<file path="src/rtl/alu_issuer.sv">
// Command-issuing front end for the 64-bit ALU: accepts instructions, reads operands
// from a local register file, drives the ALU, writes back and presents the result.
module alu_issuer #(
  parameter int unsigned NREGS = 8,
  parameter int unsigned AW    = 3
) (
  input  logic          clk,
  input  logic          rst_n,
  input  logic          instr_valid,
  output logic          instr_ready,
  input  logic [4:0]    instr_cmd,
  input  logic [6:0]    instr_opm,
  input  logic [AW-1:0] instr_rd,
  input  logic [AW-1:0] instr_rs1,
  input  logic [AW-1:0] instr_rs2,
  input  logic          ext_we,
  input  logic [AW-1:0] ext_addr,
  input  logic [63:0]   ext_data,
  output logic [4:0]    alu_cmd,
  output logic [6:0]    alu_opm,
  output logic [63:0]   alu_a,
  output logic [63:0]   alu_b,
  input  logic [63:0]   alu_out,
  input  logic [63:0]   alu_flags,
  output logic          res_valid,
  input  logic          res_ready,
  output logic [63:0]   res_data,
  output logic [AW-1:0] res_rd,
  output logic [63:0]   flags_q,
  output logic          busy
);

  localparam int unsigned DW = 64;
  localparam int unsigned CW = 5;
  localparam int unsigned MW = 7;

  typedef enum logic [1:0] {IDLE, ISSUE, WB, RESP} state_t;

  state_t        state;
  logic [DW-1:0] rf [NREGS];
  logic [CW-1:0] cmd_q;
  logic [MW-1:0] opm_q;
  logic [AW-1:0] rd_q;
  logic [AW-1:0] rs1_q;
  logic [AW-1:0] rs2_q;

  // Ready depends on rst_n directly so nothing is accepted while reset is held.
  assign instr_ready = (state == IDLE) & rst_n;
  assign busy        = (state != IDLE);

  // ALU inputs move only on the ISSUE edge so the ALU sees exactly one evaluation per instruction.
  always_ff @(posedge clk or negedge rst_n) begin
    if (!rst_n) begin
      state     <= IDLE;
      cmd_q     <= '0;
      opm_q     <= '0;
      rd_q      <= '0;
      rs1_q     <= '0;
      rs2_q     <= '0;
      alu_cmd   <= '0;
      alu_opm   <= '0;
      alu_a     <= '0;
      alu_b     <= '0;
      res_valid <= 1'b0;
      res_data  <= '0;
      res_rd    <= '0;
      flags_q   <= '0;
      for (int unsigned i = 0; i < NREGS; i++) begin
        rf[i] <= '0;
      end
    end else begin
      case (state)
        IDLE: begin
          if (ext_we) begin
            rf[ext_addr] <= ext_data;
          end
          if (instr_valid) begin
            cmd_q <= instr_cmd;
            opm_q <= instr_opm;
            rd_q  <= instr_rd;
            rs1_q <= instr_rs1;
            rs2_q <= instr_rs2;
            state <= ISSUE;
          end
        end
        ISSUE: begin
          alu_cmd <= cmd_q;
          alu_opm <= opm_q;
          alu_a   <= rf[rs1_q];
          alu_b   <= rf[rs2_q];
          state   <= WB;
        end
        WB: begin
          rf[rd_q]  <= alu_out;
          res_data  <= alu_out;
          res_rd    <= rd_q;
          flags_q   <= alu_flags;
          res_valid <= 1'b1;
          state     <= RESP;
        end
        RESP: begin
          if (res_ready) begin
            res_valid <= 1'b0;
            state     <= IDLE;
          end
        end
        default: state <= IDLE;
      endcase
    end
  end

endmodule

</file>
<file path="config.mk">
export PLATFORM = sky130hd
export DESIGN_NAME = alu_issuer
export DESIGN_NICKNAME = d
export VERILOG_FILES = /design/src/rtl/alu_issuer.sv
export SDC_FILE = /design/constraint.sdc
export NUM_CORES = 1
export LEC_CHECK = 0
export ABC_CLOCK_PERIOD_IN_PS = 2660
export CORE_AREA = 2 2 361 363
export CTS_CLUSTER_DIAMETER = 150
export DETAILED_ROUTE_END_ITERATION = 8
export DIE_AREA = 0 0 363 365
export PLACE_DENSITY = 0.51
export SLEW_MARGIN = 10
export SYNTH_ARGS = -nofsm -noshare
export SYNTH_HDL_FRONTEND = slang
export SYNTH_SLANG_ARGS = --single-unit
export TNS_END_PERCENT = 100
</file>
<file path="constraint.sdc">
create_clock -name clk -period 2.66 [get_ports clk]
set_input_delay 0.532 -clock clk [delete_from_list [all_inputs] [get_ports clk]]
set_output_delay 0.532 -clock clk [all_outputs]
set_load 0.02 [all_outputs]
</file>
* After elaboration in Yosys (flattened, before gate mapping)
Cells that the tools add are included.
** Storage, ports and cells
- Word-level logic and storage cells :: 68
- Output and inout port bits :: 274
- Register bits :: 807
- Bits of input ports :: 221
** Operators by class
- Multiplexer cells :: 19
- Bitwise gates (word level) :: 5
- Reductions and logical operators :: 10
- Magnitude comparators :: 6
- Equality and inequality tests :: 6
** Operators by type and width (count)
- $bwmux 512 :: 2
- $pmux 512 s2 :: 1
- $mux 512 :: 1
- $bmux 64 s3 :: 2
- $demux 64 s3 :: 2
- $mux 64 :: 6
- $ge 4x4->1 const B :: 4
- $not 3->4 :: 4
- $lt 4x1->1 const B :: 2
- $pmux 2 s4 :: 1
- $reduce_and 2->1 :: 4
- $ne 2x2->1 const B :: 3
- $reduce_bool 2->1 :: 3
- $eq 2x2->1 const B :: 2
- $mux 2 :: 2
- $eq 2x1->1 const B :: 1
- $logic_and 1x1->1 :: 2
- $logic_not 2->1 :: 1
- $pmux 1 s2 :: 1
- $and 1x1->1 :: 1
- $mux 1 :: 1

* Logic depth before layout (Yosys ltp)
- Depth after elaboration :: 8
- Mapped depth :: 9
- Gate-level depth less buffers :: 5

* Least setup slack after synthesis
OpenSTA, ideal clock, no wires.
- Path kind :: register -> register
- Start :: register state[0]
- End :: register rf[509] (netlist name)
- Period minus slack after synthesis :: 2.165 ns
- Path slack :: 0.495 ns
- Library setup time :: 0.124 ns
- Stages on the path, launching flop included :: 9
- Data required time :: 2.536 ns
- Arrival time :: 2.041 ns
- Buffers on the path :: 3
- Cell sequence :: dfrtp_1 > inv_1 > ha_1 > buf_2 > or4b_1 > clkbuf_1 > buf_1 > o21ai_1 > a2bb2oi_2
** On the way
- Cells in the longest elaborated chain, start to end :: 3
- Elaborated cells between the ends (all ways) :: 6
- Classes of those cells :: 2 x eq/ne; 1 x mux; 3 x reduce/logical
** RTL lines
- start: declaration :: RTL line 39 : state_t state;
- start signal: assignment :: RTL line 54 : state <= IDLE;
- start signal: assignment :: RTL line 83 : state <= ISSUE;
- start signal: assignment :: RTL line 91 : state <= WB;
- $eq 2x2->1 or $logic_not 2->1 (tied branches) :: RTL line 72 : case (state)
- $reduce_bool 2->1 (no line) or $ne 2x2->1 (tied branches)
- $reduce_and 2->1 (no line)
- end signal: indexed assignment :: RTL line 75 : rf[ext_addr] <= ext_data;
- end signal: indexed assignment :: RTL line 94 : rf[rd_q] <= alu_out;
- end: declaration :: RTL line 40 : logic [DW-1:0] rf [NREGS];
Several ways; a longest one is shown, not always the timed one.
A chain may end at the register's enable or synchronous reset.

* Worst setup path after layout
- Start :: register state[0]
- End :: output port busy
** On the way
- Cells in the longest elaborated chain, start to end :: 1
** RTL lines
- $reduce_bool 2->1 :: RTL line 49 : assign busy = (state != IDLE);
- end: declaration :: RTL line 30 : output logic busy
Every way passes these cells.

==> out/qor.csv <==
stage;metric;value;unit
synthesis;#FFs+latches synth;807;
critical_path;Worst Setup End Kind;output pin;
synthesis;Mapped Cells;4285;
synthesis;XOR/XNOR share of the synthesized area;0;%
power;clock power share;16.8;%
flow_run;max cap viols;0;
detailed_routing;first drt pass iteration count;6;
clock_network;Max Root-Sink Buffers;3;
floorplanning;num ports;495;
clock_network;Num CTS Buffers;99;
power;combinational power share;53.4;%
power;Leakage;23.6;nW
placed_design;placed cell area;52600;sq um
synthesis;post-synthesis compound-gate area fraction;29.0;%
clock_network;clock slew at reported path FFs;60;ps
power;Power Total;81.5;mW
clock_network;clock root buffer;clkbuf_16;
synthesis;Post-Syn Nets;4510;
critical_path;crit path DAT;1990;ps
floorplanning;total die area;132000;sq um
grt;total congestion overflow;0;
placed_design;final RePlAce weighted congestion;0.783;
power;peak supply drop;836;uV
synthesis;Synth cell types;32;
critical_path;CP Launch Point;state[0]$_DFFE_PN0P_;
critical_path;Worst Path Max Fanout;6;
detailed_routing;Vias/cell;6.50;
critical_path;CP required;2130;ps
power;sequential share of power;29.8;%
cells_and_area;Post-Layout Cell Count;6262;
grt;vias in the first global route;40400;
outcome;status;complete, no violations;
detailed_routing;routed len/inst;30.8;um
detailed_routing;initial DRC count;4625;
synthesis;mux cell area share after synthesis;15.7;%
clock_network;worst-skew pair later-pin latency;740;ps
synthesis;Synth area leader;dfrtp_1;
detailed_routing;Residual DRC;0;
placed_design;DP Cell Count;6082;
timing;RSZ-0062 raised after global routing;false;
floorplanning;Die W;363;um
grt;antenna violations before repair;14;
synthesis;Synth area leaders;dfrtp_1 45%, mux2i_1 11%, a2bb2oi_1 8.9%;
timing;Final period util;94.8;%
cells_and_area;NumNets Final;4736;
clock_network;CTS tree;built;
clock_network;clock sinks;807;
worst_hold_path;Hold WC Path Type;in -> reg;
timing;measured slew at the worst slew-check pin;941;ps
floorplanning;# rows;132;
timing;final setup vio count;0;
synthesis;Synth Area per Inst;10.4;sq um
worst_hold_path;min-delay src;alu_flags[25];
placed_design;detailed placement HPWL;111000;um
timing;worst setup margin;138;ps
power;pwr/cell area;1460;nW/um^2
critical_path;worst r2r src;state[0]$_DFFE_PN0P_;
timing;Tmin final;2520;ps
synthesis;Post-Synth Adder-Cell Area;0.112;%
timing;fmax;0.397;GHz
synthesis;simple-gate share of the synthesized area;4.84;%
power;sw frac;42.7;%
grt;pin count of the biggest net entering global routing;159;
synthesis;Synth top area share;45.2;%
critical_path;Critical Path Start Type;flip-flop;
floorplanning;CORE AREA;129000;sq um
critical_path;Crit Path Category;reg -> out;
cells_and_area;area grow syn2layout;25.0;%
placed_design;port bufs;494;
detailed_routing;Vias;40700;
timing;Slew Limit Headroom;37.3;%
cells_and_area;post-route cell area;55900;sq um
critical_path;FF-to-FF setup slack;160;ps
detailed_routing;final wirelength;193000;um
timing;final number of hold-violating endpoints;0;
synthesis;largest family of logic cells by synthesized area;compound AO/OA/AOI/OAI gates;
clock_network;H-tree Lvls;3;
cells_and_area;layout cells sized above 1;13.3;%
floorplanning;Starting Density;34.7;%
detailed_routing;post-route ant nets;0;
synthesis;cell area after synthesis;44700;sq um
synthesis;post-synthesis sequential area ratio;45.2;%
power;Cell Int Power;46.7;mW
grt;first-pass GRT wire length;284000;um
grt;GR Util All Layers;28.3;%
synthesis;synth warn;0;
power;sw power;34.8;mW
timing;final slew viol count;0;
placed_design;worst slack, placed;-62.9;ps
timing;Setup Skew;38.9;ps
floorplanning;die height;365;um
==> power groups by stage <==
stage,sequential (mW),clock [mW],combinational [mW]
finish,24.2,13.7,43.5
floorplan,24.8,0,25.3
detailed placement,24.1,0,43.1
global placement,24.0,0,42.7
CTS,24.0,14.0,43.3
global route,25.0,14.4,46.3
==> Yosys cell counts <==
cell type / count
dfrtp_1: 807
a31oi_1: 512
mux2i_1: 512
a2bb2oi_1: 452
o21ai_0: 452
clkbuf_1: 388
mux2_2: 165
nor2b_1: 136
nand2_1: 129
a22oi_1: 128
a41o_1: 128
nand3_1: 128
buf_1: 94
buf_2: 84
a2bb2oi_2: 60
o21ai_1: 60
a21oi_2: 7
buf_6: 6
nand4bb_1: 6
inv_1: 5
nor2_1: 5
ha_1: 4
nand4b_1: 4
or4b_1: 4
and2_1: 2
a21oi_1: 1
a21oi_4: 1
mux2i_4: 1
nand4_1: 1
o22ai_1: 1
o32a_1: 1
or4_1: 1
==> worst paths after layout <==
kind | depth (start not counted) | to
max | 4 | busy
min | 2 | flags_q[25]$_DFFE_PN0P_
max reg2reg | 8 | rf[122]$_DFFE_PN0P_
min reg2reg | 1 | cmd_q[3]$_DFFE_PN0P_
max in group asynchronous | 4 | alu_b[49]$_DFFE_PN0N_
min in group asynchronous | 3 | alu_b[6]$_DFFE_PN0N_
==> per-stage QoR <==
stage | utilization [%] | setup TNS [ps] | hold slack, ps
2_1_floorplan | - | 0 | 236
3_3_place_gp | 40.9 | -1370 | 479
3_5_place_dp | 40.9 | -1920 | 487
4_1_cts | 43.4 | 0 | 351
5_1_grt | 43.4 | 0 | 392
6_report | 43.4 | 0 | 398
==> sequential cells by signal (all words and copies together), names as in the netlist, 5 cells and up <==
name	cells
alu_a	64
alu_b	64
alu_cmd	5
alu_opm	7
cmd_q	5
flags_q	64
opm_q	7
res_data	64
rf	512
==> placed cells by master, fill, tap and decap left out, drive strengths merged <==
cell / n
dfrtp: 807
mux2i: 513
a31oi: 512
o21ai: 512
a2bb2oi: 512
clkdlybuf4s50: 491
buf: 203
mux2: 165
clkbuf: 155
nor2b: 136
nand2: 129
nand3: 128
a22oi: 128
a41o: 128
clkinv: 13
a21oi: 9
inv: 7
nand4bb: 6
bufinv: 5
nor2: 5
or4b: 4
nand4b: 4
ha: 4
diode: 3
and2: 2
o32a: 1
or4: 1
nand4: 1
o22ai: 1
dlygate4sd3: 1
dlygate4sd2: 1
==> per-layer routing <==
metal	global-route usage, %	share of wire, %	up-vias
li1	-	-	17000
met1	39.2	43	21100
met2	44.2	46	2178
met3	5.90	8.9	340
met4	8.53	2.6	8
met5	0	0.016	-
==> logic make-up (layout without fill, tap and decap cells) <==
kind of cell,Yosys count,count (layout)
AO/OA/AOI/OAI,1803,1803
AND/OR/NAND/NOR,416,416
other,0,3
multiplexers,678,678
flip-flops,807,807
buffers and inverters,577,876
adder cells (fa/ha/maj),4,4
==> worst max-delay path, cell delays in order (launching register included) <==
cell and delay, ps:
dfrtp_1 440, inv_1 180, ha_4 220, inv_1 70, dlygate4sd2_1 330
==> timing repair <==
action                                  4_1_cts  5_1_grt
endpoints found under the hold margin         3        0
hold buffers                                  1        0
gates resized for setup                       5        1
buffers inserted                              0        2
endpoints found under the setup margin        2       25
gates cloned                                  0        0
==> cell type report <==
type / count / area (sq um)
Inverter: 5 / 18.8
Clock buffer: 154 / 2910
Antenna cell: 3 / 7.51
Fill cell: 12100 / 72800
Clock inverter: 20 / 274
Tap cell: 1675 / 2100
Sequential cell: 807 / 20200
Multi-Input combinational cell: 2901 / 22500
Timing Repair Buffer: 697 / 7860
(Power assumes the default switching activity.)
